File: src/rtl/bcd_display_formatter.sv
// bcd_display_formatter: signed 18-bit to six-digit blanked BCD display codes via serial double-dabble.
module bcd_display_formatter (
  input  logic        clk,
  input  logic        rst,
  input  logic        start,
  input  logic [17:0] din,
  output logic        busy,
  output logic        done,
  output logic        ovf,
  output logic [23:0] digits
);
  typedef enum logic [1:0] {IDLE, CONV, FMT} state_t;
  state_t state_q;
  logic [4:0] cnt_q;
  logic [23:0] acc_q, adj_d, digits_d;
  logic [17:0] mag_q;
  logic [18:0] mag_d;
  logic sign_q, ovf_d, lead_z;
  assign busy = state_q != IDLE;
  assign mag_d = din[17] ? -{din[17], din} : {din[17], din};
  always_comb begin
    adj_d = acc_q;
    for (int i = 0; i < 6; i++)
      adj_d[4*i +: 4] = acc_q[4*i +: 4] >= 4'd5 ? acc_q[4*i +: 4] + 4'd3 : acc_q[4*i +: 4];
  end
  // Blank leading zeros, then drop the minus sign into the blank just left of the first digit.
  always_comb begin
    digits_d = acc_q;
    lead_z = 1'b1;
    for (int i = 5; i >= 1; i--) begin
      lead_z = lead_z & (acc_q[4*i +: 4] == 4'd0);
      digits_d[4*i +: 4] = lead_z ? 4'hC : acc_q[4*i +: 4];
    end
    if (sign_q)
      for (int i = 5; i >= 1; i--)
        if (digits_d[4*i +: 4] == 4'hC && digits_d[4*i-4 +: 4] != 4'hC) digits_d[4*i +: 4] = 4'hA;
    ovf_d = sign_q && acc_q[23:20] != 4'd0;
    if (ovf_d) digits_d = 24'hAAAAAA;
  end
  always_ff @(posedge clk or posedge rst) begin
    if (rst) begin
      state_q <= IDLE;
      cnt_q   <= '0;
      acc_q   <= '0;
      mag_q   <= '0;
      sign_q  <= 1'b0;
      done    <= 1'b0;
      ovf     <= 1'b0;
      digits  <= 24'hCCCCCC;
    end else begin
      done <= 1'b0;
      case (state_q)
        IDLE: if (start) begin
          sign_q  <= din[17];
          mag_q   <= mag_d[17:0];
          acc_q   <= '0;
          cnt_q   <= '0;
          state_q <= CONV;
        end
        CONV: if (cnt_q == 5'd18) state_q <= FMT;
        else begin
          acc_q <= {adj_d[22:0], mag_q[17]};
          mag_q <= {mag_q[16:0], 1'b0};
          cnt_q <= cnt_q + 5'd1;
        end
        default: begin
          digits  <= digits_d;
          ovf     <= ovf_d;
          done    <= 1'b1;
          state_q <= IDLE;
        end
      endcase
    end
  end
endmodule

File: config.mk
export PLATFORM = sky130hd
export DESIGN_NAME = bcd_display_formatter
export DESIGN_NICKNAME = d
export VERILOG_FILES = /design/src/rtl/bcd_display_formatter.sv
export SDC_FILE = /design/constraint.sdc
export NUM_CORES = 1
export LEC_CHECK = 0
export CORE_ASPECT_RATIO = 0.6
export CORE_MARGIN = 3
export CORE_UTILIZATION = 60
export CTS_BUF_LIST = sky130_fd_sc_hd__clkbuf_4
export DETAILED_ROUTE_END_ITERATION = 12
export DONT_BUFFER_PORTS = 1
export PLACE_DENSITY = 0.76
export SLEW_MARGIN = 20
export SYNTH_ARGS = -nofsm -noshare
export SYNTH_HDL_FRONTEND = slang
export SYNTH_SLANG_ARGS = --single-unit
File: constraint.sdc
create_clock -name clk -period 2.2 [get_ports clk]
set_input_delay 0.44 -clock clk [delete_from_list [all_inputs] [get_ports clk]]
set_output_delay 0.44 -clock clk [all_outputs]
set_load 0.1 [all_outputs]
==> results.md, run 1 <==
* Synth Warn # at 0
* CP cell instances: inv_2 > ha_1 > or3b_2 > o41ai_2 > nand4_1 > a32o_1
* Final WL at roughly 10000 um
* Maxcap violations at 0
* Reg clk slew, reported paths at 0.12 ns
* Most common cell in the netlist: dfrtp_1
* Cell family with most CP delay: simple AND/OR/NAND/NOR gates
* Total grt overflow at 0
* Total track usage at between 20% and 30%
* Syn nets at around 490
* Final Util at between 60 and 70%
* Worst-skew pair later-pin latency at 0.44 ns
* Xor/xnor share of the synthesized area at under 10%
* Dpl hpwl at ~7600 um
* Drt first pass iters at 5
* Critical Path Sink Type: register
* DIE AREA at between 0.008 and 0.009 mm^2
* Flop and latch count out of synthesis at 76
* Die Y at about 71 um
* Die Wd at ~110 um
* Setup crit end: digits[12]$_DFFE_PP0P_
* CP Buf/Inv Count at 1
* Post-synth EDFFs at 0
* FF-to-FF path depth at 6
* Root Buffer: clkbuf_4
* Worst slew margin at 38.1%
* Peak supply drop at 0.00103 V
* Drt wl/cell at around 19 um
* Clock skew at roughly 0.019 ns
* CTS Buffer Depth at 2
* Cell count after synthesis at 451
* Simple-gate share of the synthesized area at about 17%
* Total chip power at 7.70 mW
* Io pins at 48
* Initial antenna violation count at 0
* Post-route DRC violation count at 0
* Pins Over Slew Limit at 0
* Row count at 23
* Clock Sinks at 76
* Maximum clock rate at around 460 MHz
* R2R setup slack at roughly 0.043 ns
* Post-synthesis mux area share at 0.236%
* DR vias/cell at around 6.3
* Final nets at ~510
* Pwr/cell area at approximately 1600 mW/mm^2
* Final setup fails at 0
* Synth unique cells at 53
* Area Overhead vs Synth at 11.3%
* Main combinational cell family by area after synthesis: compound AO/OA/AOI/OAI gates
* Core area at about 0.0068 mm^2
* Crit path largest cell delay at about 0.54 ns
* RSZ-0062 raised after global routing: true
* Type of the tightest min-delay check: primary input to register
* Vias in the first global route at between 3000 and 4000
* Initial Util at 62.8%
* TritonCTS buffer count at 9
* Layout cells sized above 1 at 18.4%
* Cells after DPL at 546
* Top cells by count, synth: dfrtp_1 (64), o21ai_0 (47), nand2_1 (34), nor2_1 (33), a21oi_1 (25)
* Status: finished, final reports clean
* Worst Setup SP: acc_q[17]$_DFFE_PP0P_
* H-Tree Depth at 3
* Arr. time, crit path at around 2.5 ns
* Critical Path Fanout Max at 4
* Synthesized area at approximately 0.0042 mm^2
* Yosys top cell area share at a little under two fifths
* Setup ws final at approximately 0.043 ns
* Final critical-path required period at 2.16 ns
* RR Endpoint: digits[12]$_DFFE_PP0P_
* Antenna viol nets, final at 0
* Pleak at 1.99 nW
* Place WS at approximately 0.041 ns
* Syn avg cell area at ~9.4 um^2
* CP Class: register to register
* Port Buffers at 0
* First-pass GRT wire length at approximately 17000 um
* Antenna Cells at 0
* Adder-cell area share of the yosys netlist at 5.60%
* Period utilization at 98.0%
* Synth top area cells: dfrtp_1 (38%), dfstp_2 (7.4%), ha_1 (5.6%)
* Starting DRT DRC Count at between 200 and 300
* Slowest CP cell: or3b_2
* Tightest Pin Transition at slightly above 0.9 ns
* Largest net degree at the start of global routing at 29
* RePlAce Congestion at 0.874
* CP Launch Type: register
* RR Startpoint: acc_q[17]$_DFFE_PP0P_
* Layout Cells excl Fill at 566
* Via count at 3571
* Synth area leader: dfrtp_1
* Final Hold Violating Endpoints at 0
* Async SR Flop Fraction at between 90% and 100%
* Post-synthesis sequential area ratio at between 40% and 50%
* WP depth at 6
* CTS tree: done
* Post-synth top flop: dfrtp_1
* Setup total negative slack at 0 ns
* Synth Area in Compound Gates at between 20% and 30%
* WP data required at approximately 2.5 ns
[worst register-to-register path, delay by kind of cell (launching register included)]
family / cells / cell delay [ns]
AOI/OAI and AO/OA: 2 / 0.66
buffers and inverters: 1 / 0.10
adders and majority gates: 1 / 0.14
and+or+nand+nor: 2 / 0.73
DFF: 1 / 0.43
[cell type report]
class	instances	area (um^2)
clock buffers	12	90.1
flip-flops and latches	76	1920
repair inverters	1	7.51
fillers	509	2030
well taps	87	109
inverters	24	97.6
clock inverters	4	17.5
repair buffers	40	328
multi-input cells	322	2160
[cells by family (layout without fill, tap and decap cells)]
kind of cell,count (synthesis),after routing
buffers and inverters,53,81
adders and majority gates,19,19
AOI/OAI and AO/OA,140,140
DFF,76,76
xor gates and xnor gates,24,24
muxes,1,1
and+or+nand+nor,138,138
[worst min path at each step]
stage	from	slack (ns)	depth (start not counted)	endpoint
final	din[17]	0.11	2	sign_q$_DFFE_PP0P_
after global routing	din[17]	0.08	2	sign_q$_DFFE_PP0P_
after CTS	din[17]	0.08	2	sign_q$_DFFE_PP0P_
after detailed placement	rst	0.42	1	done$_DFF_PP0_
after global placement	rst	0.41	1	done$_DFF_PP0_
after floorplan	mag_q[13]$_DFFE_PP0P_	0.44	2	mag_q[13]$_DFFE_PP0P_
[per-layer routing]
metal  global-route usage (%)  vias to the layer above  share of wire, %  wire, um
met5                        0                        -                 0         0
met4                     8.70                        0               1.7       175
met3                     8.55                       20               8.2       862
met2                     37.9                      131                43      4460
met1                     40.0                     1753                48      4990
li1                         -                     1667                 -         -
[timing repair]
action,in CTS,in global routing
hold buffers,1,0
setup buffers,0,2
endpoints found under the hold margin,19,0
setup endpoints to repair,0,19
resized for setup,0,12
[power by group]
group / switching, mW / internal [mW]
logic: 2.30 / 1.33
registers: 1.26 / 2.09
clock network: 0.461 / 0.260
total: 4.02 / 3.68
[state kept, by name, summed over array words and instances (netlist names)]
name     flops
cnt_q        5
acc_q       24
mag_q       18
ovf          1
digits      24
done         1
state_q      2
sign_q       1
[placed cells by master, fill, tap and decap left out, drive strengths merged, types with 3 or more instances in the layout]
master / count
dfrtp: 64
o2bb2ai: 4
or3b: 4
clkinvlp: 3
inv: 22
ha: 19
xor2: 10
a21oi: 25
o211ai: 6
buf: 39
nor3b: 6
o41ai: 5
nor2b: 4
and2: 3
o31ai: 16
nand3: 19
o32a: 4
nor3: 4
or4: 3
a211oi: 4
clkinv: 4
nand2b: 6
or3: 7
dfstp: 12
a32o: 9
clkbuf: 12
o21ai: 52
xnor2: 14
nand4: 7
nand2: 34
nor2: 34
o22a: 3
a22o: 3
[stage by stage]
| stage | hold slack, ns | instance area, um^2 |
|---|---|---|
| 6_report | 0.109 | 4730 |
| 5_1_grt | 0.0832 | 4730 |
| 4_1_cts | 0.0823 | 4670 |
| 3_5_place_dp | 0.420 | 4550 |
| 3_3_place_gp | 0.415 | 4550 |
| 2_1_floorplan | 0.443 | 4250 |
Note: power is estimated with default switching activity, not from simulation.
==> run 2: changes to the inputs <==
- CORE_MARGIN: 3 -> not set
- CORE_UTILIZATION: 60 -> 58
- CTS_BUF_LIST: sky130_fd_sc_hd__clkbuf_4 -> sky130_fd_sc_hd__clkbuf_16
- CTS_CLUSTER_DIAMETER: not set -> 150
- PLACE_DENSITY: 0.76 -> 0.73
==> run 2 against run 1 <==
Compared with the run above:
- sequential power is essentially flat
- largest power group unchanged
- critical endpoint is now digits[5]$_DFFE_PP0P_
- non-clock buffer count shrank 2
- utilization up 1.2 points
- design area rose by 3.5%
==> results.md, run 2 (synthesized netlist as in run 1, its figures left out) <==
* Peak supply drop at between 0.0008 and 0.0009 V
* Total chip power at roughly 8.5 mW
* Largest net degree at the start of global routing at 33
* Tightest Pin Transition at around 0.94 ns
* H-Tree Depth at 3
* Starting DRT DRC Count at roughly 320
* Post-route DRC violation count at 0
* Initial antenna violation count at 0
* Io pins at 48
* Type of the tightest min-delay check: primary input to async pin
* Final Util at between 70 and 80%
* Clock Sinks at 76
* Die Y at 68.3 um
* Port Buffers at 0
* Drt first pass iters at 7
* TritonCTS buffer count at 9
* CP cell instances: inv_1 > ha_1 > nor3b_1 > nand4_1 > a21oi_1 > o22a_1
* Total track usage at a little under 30%
* Largest regs: acc_q: 24 flops, digits: 24 flops, mag_q: 18 flops
* Core area at around 0.0069 mm^2
* DR vias/cell at between 6 and 7
* Pwr/cell area at ~1700 mW/mm^2
* Row count at 23
* Final nets at 512
* Total grt overflow at 0
* Drt wl/cell at roughly 19 um
* Initial Util at between 60% and 70%
* WP data required at about 2.5 ns
* Pleak at roughly 2.1 nW
* Arr. time, crit path at about 2.4 ns
* Status: finished, final reports clean
* Maximum clock rate at 471 MHz
* Root Buffer: clkbuf_16
* Layout cells sized above 1 at between 15 and 20%
* Final Hold Violating Endpoints at 0
* Most frequent cells in the layout: dfrtp_1 (64), o21ai_0 (47), buf_4 (36), nand2_1 (34), nor2_1 (32)
* Hold buffer count at CTS at 0
* Pins Over Slew Limit at 0
* DIE AREA at roughly 0.0077 mm^2
* First-pass GRT wire length at 16800 um
* CTS Buffer Depth at 2
* Maxcap violations at 0
* Final critical-path required period at roughly 2.1 ns
* Slowest CP cell: nor3b_1
* Dpl hpwl at ~7500 um
* Crit path largest cell delay at just over 0.6 ns
* CP Launch Type: register
* Vias in the first global route at between 3000 and 4000
* Worst slew margin at 37.5%
* Critical Path Sink Type: register
* Die Wd at approximately 110 um
* Clock skew at 0.00570 ns
* CTS tree: done
* P_sw at approximately 4.1 mW
* Met2 global-route usage at about 42%
* Most common cell after layout, fill and taps aside: dfrtp_1
* Antenna Cells at 0
* R2R setup slack at between 0.07 and 0.08 ns
* Part of the power in registers at 39.4%
* Met3 Use GR at approximately 8.6%
* Layer with the highest usage: met1
* Final WL at approximately 11000 um
* Period utilization at between 90% and 100%
* Clock share of power at a little under a fifth
* M1 GR Usage at between 40% and 50%
* Antenna viol nets, final at 0
* Int Pwr at around 4.4 mW
* Via count at around 3500
* Comb power frac at 42.4%
* Switching power as a share of total power at 48.2%
* Final setup fails at 0
* CP Class: register to register
* RePlAce Congestion at ~0.84
* Worst-skew pair later-pin latency at about 0.34 ns
* Area Overhead vs Synth at 15.3%
* Critical Path Fanout Max at 6
* Reg clk slew, reported paths at ~0.060 ns
-- run 2: changes by cell type in the layout (fill, tap and decap cells not counted), sizes merged --
cell         change
bufinv           +2
buf              -1
clkbuf           -3
inv              +1
dlygate4sd3      -1
-- run 2: path summary, 6_finish.rpt --
kind | start | endpoint | cells past startpoint
max | acc_q[8]$_DFFE_PP0P_ | digits[5]$_DFFE_PP0P_ | 6
min | rst | acc_q[18]$_DFFE_PP0P_ | 1
max reg2reg | acc_q[8]$_DFFE_PP0P_ | digits[5]$_DFFE_PP0P_ | 6
min reg2reg | mag_q[1]$_DFFE_PP0P_ | mag_q[1]$_DFFE_PP0P_ | 2
max in group asynchronous | rst | digits[10]$_DFFE_PP1P_ | 2
min in group clk | din[17] | sign_q$_DFFE_PP0P_ | 2
-- run 2: worst max-delay path: cells and delay by family (launching register included) --
kind                       cells  cell delay, ns
and+or+nand+nor                2            0.91
DFF                            1            0.45
AOI/OAI and AO/OA              2            0.43
adders and majority gates      1            0.15
buffers and inverters          1            0.13
-- run 2: power by group through the flow --
stage	clock [mW]	combinational (mW)	sequential [mW]
2_1_floorplan	0	2.08	3.80
3_3_place_gp	0	3.37	3.32
3_5_place_dp	0	3.48	3.33
4_1_cts	1.56	3.50	3.32
5_1_grt	1.62	3.95	3.43
6_report	1.54	3.60	3.34
-- run 2: per-stage QoR --
step | std cells | setup TNS, ns | hold WS (ns) | area [um^2] | worst slack [ns]
global route | 564 | -0.0513 | 0.0439 | 4890 | -0.0273
finish | 564 | 0 | 0.0190 | 4890 | 0.0774
detailed placement | 546 | 0 | 0.386 | 4550 | 0.0382
global placement | 546 | 0 | 0.378 | 4550 | 0.131
CTS | 562 | 0 | 0.0300 | 4860 | 0.00111
floorplan | 451 | 0 | 0.443 | 4250 | 0.110
-- run 2: area by class of cell --
type	count	area, um^2
multi-input combinational	322	2150
timing repair inverter	1	7.51
clock buffer	9	225
inverter	24	97.6
timing repair buffer	38	310
clock inverter	7	82.6
tap	87	109
sequential	76	1920
fill	504	1980
-- run 2: timing repair --
action,CTS,global route
resized for setup,0,8
endpoints found under the setup margin,0,18
buffers inserted,0,1
-- run 2: per-layer routing --
layer	vias up	routed length [um]
li1	1669	-
met5	-	0
met4	0	96
met1	1705	5130
met2	139	4430
met3	12	906
==> run 3: changes to the inputs <==
- CORE_ASPECT_RATIO: 0.6 -> 0.9
==> run 3 against run 2 <==
Compared with the run above:
- routed wire length fell by 1.4%
- hold slack got worse by 0.0060 ns
- design area rose by 0.13%
- clock-buffer cell count did not move
- first-iteration DRC count fell by 15%
- setup slack got worse by 0.055 ns
- sequential power barely moved
- die area fell by 0.14%
- utilization fell by 1.9 points
- clock skew rose by 0.0021 ns
- critical endpoint is now digits[17]$_DFFE_PP0P_
- largest cell class unchanged
- largest power group unchanged
==> results.md, run 3 (synthesized netlist as in run 1, its figures left out) <==
* CTS Buffer Depth at 2
* Slowest CP cell: or3b_2
* Drt first pass iters at 5
* DR vias/cell at 6.23
* Place WS at between 0.015 and 0.02 ns
* RSZ-0062 raised after global routing: true
* Pwr/cell area at about 1700 mW/mm^2
* Row count at 29
* Via count at 3525
* Reg clk slew, reported paths at ~0.060 ns
* Most frequent cells in the layout: dfrtp_1 (64), o21ai_0 (47), nand2_1 (34), nor2_1 (32), buf_4 (31)
* Setup ws final at between 0.02 and 0.025 ns
* Vias in the first global route at around 3500
* Most common cell after layout, fill and taps aside: dfrtp_1
* Core area at between 0.007 and 0.008 mm^2
* H-Tree Depth at 3
* Total track usage at 28.9%
* Peak supply drop at between 0.001 and 0.0015 V
* Die Y at 83.2 um
* Area Overhead vs Synth at 15.4%
* First-pass GRT wire length at 17300 um
* Starting DRT DRC Count at about 270
* WHS at roughly 0.013 ns
* Initial antenna violation count at 0
* Crit path largest cell delay at between 0.5 and 0.6 ns
* Type of the tightest min-delay check: primary input to async pin
* Hold buffer count at CTS at 0
* Dpl hpwl at between 6000 and 7000 um
* Fin area at a little under 0.005 mm^2
* Status: finished, final reports clean
* CP Class: register to register
* Arr. time, crit path at 2.41 ns
* Maximum clock rate at 459 MHz
* Pleak at approximately 2.1 nW
* Io pins at 48
* Cells after DPL at approximately 550
* Maxcap violations at 0
* TritonCTS buffer count at 9
* Clock skew at slightly below 0.008 ns
* Root Buffer: clkbuf_16
* WP depth at 7
* Drt wl/cell at between 15 and 20 um
* Worst slew margin at between 30% and 40%
* WP data required at roughly 2.4 ns
* Layout cells sized above 1 at between 10% and 20%
* Setup total negative slack at 0 ns
* Post-route DRC violation count at 0
* Layout Cells excl Fill at roughly 570
* Total grt overflow at 0
* CP cell instances: inv_2 > ha_1 > or3b_2 > o31ai_2 > nand2_1 > a41o_1 > o22a_1
* CP Launch Type: register
* FF-to-FF path depth at 7
* Largest regs: acc_q: 24 flops, digits: 24 flops, mag_q: 18 flops
* Tightest Pin Transition at around 0.93 ns
* Period utilization at between 90% and 100%
* Worst-skew pair later-pin latency at between 0.3 and 0.4 ns
* Area after DPL at 0.00454 mm^2
* Final Util at approximately 69%
* Final nets at 508
* RePlAce Congestion at between 0.8 and 0.9
* Critical Path Sink Type: register
* Antenna Cells at 0
* Antenna viol nets, final at 0
* Die Wd at ~92 um
* Critical Path Fanout Max at 5
* Largest net degree at the start of global routing at 53
* Final Hold Violating Endpoints at 0
* DIE AREA at between 0.007 and 0.008 mm^2
* CTS tree: done
* Initial Util at about three fifths
* Cell family with most CP delay: compound AO/OA/AOI/OAI gates
* Final setup fails at 0
* Final critical-path required period at 2.18 ns
* Final WL at approximately 10000 um
* Total chip power at between 8 and 9 mW
* Clock Sinks at 76
* Port Buffers at 0
* Pins Over Slew Limit at 0
* CP Buf/Inv Count at 1
run 3: worst reg2reg max path: cells and delay by family, from the launching register on:
kind / cells / cell delay [ns]
simple gates: 2 / 0.63
fa+ha+maj: 1 / 0.16
buf+inv: 1 / 0.11
compound gates: 3 / 0.72
flops: 1 / 0.45
run 3: path summary, 6_finish.rpt:
check                                       from                endpoint  slack, ns
setup / recovery           acc_q[12]$_DFFE_PP0P_  digits[17]$_DFFE_PP0P_       0.02
hold / removal                               rst          done$_DFF_PP0_       0.01
setup reg to reg           acc_q[12]$_DFFE_PP0P_  digits[17]$_DFFE_PP0P_       0.02
hold reg to reg             mag_q[2]$_DFFE_PP0P_    mag_q[2]$_DFFE_PP0P_       0.48
max in group asynchronous                    rst   digits[2]$_DFFE_PP1P_       1.50
min in group clk                         din[17]      sign_q$_DFFE_PP0P_       0.23
run 3: power breakdown:
part	internal [mW]	switching, mW
logic	1.32	2.29
registers	2.09	1.26
clock network	0.988	0.591
total	4.40	4.14
run 3: timing repair:
item                                    in CTS  in global routing
resized for setup                            1                  8
gates cloned                                 0                  1
pin swaps                                    0                  0
setup buffers                                0                  1
endpoints found under the setup margin       1                 25
run 3: routing by layer:
layer | wire length [um] | vias to the layer above | global-route usage, % | share of wire, %
met4 | 217 | 0 | 11.1 | 2.1
met5 | 0 | - | 0 | 0
met1 | 4660 | 1736 | 39.5 | 45
li1 | - | 1653 | - | -
met3 | 608 | 22 | 7.23 | 5.8
met2 | 4930 | 114 | 44.6 | 47
run 3: final cells by class:
cell class                      instances  area, um^2
Clock buffer                            9         225
Clock inverter                          7        91.3
Fill cell                             535        2170
Inverter                               24        97.6
Multi-Input combinational cell        322        2150
Sequential cell                        76        1920
Tap cell                               93         116
Timing Repair Buffer                   34         293
Timing Repair inverter                  1        7.51
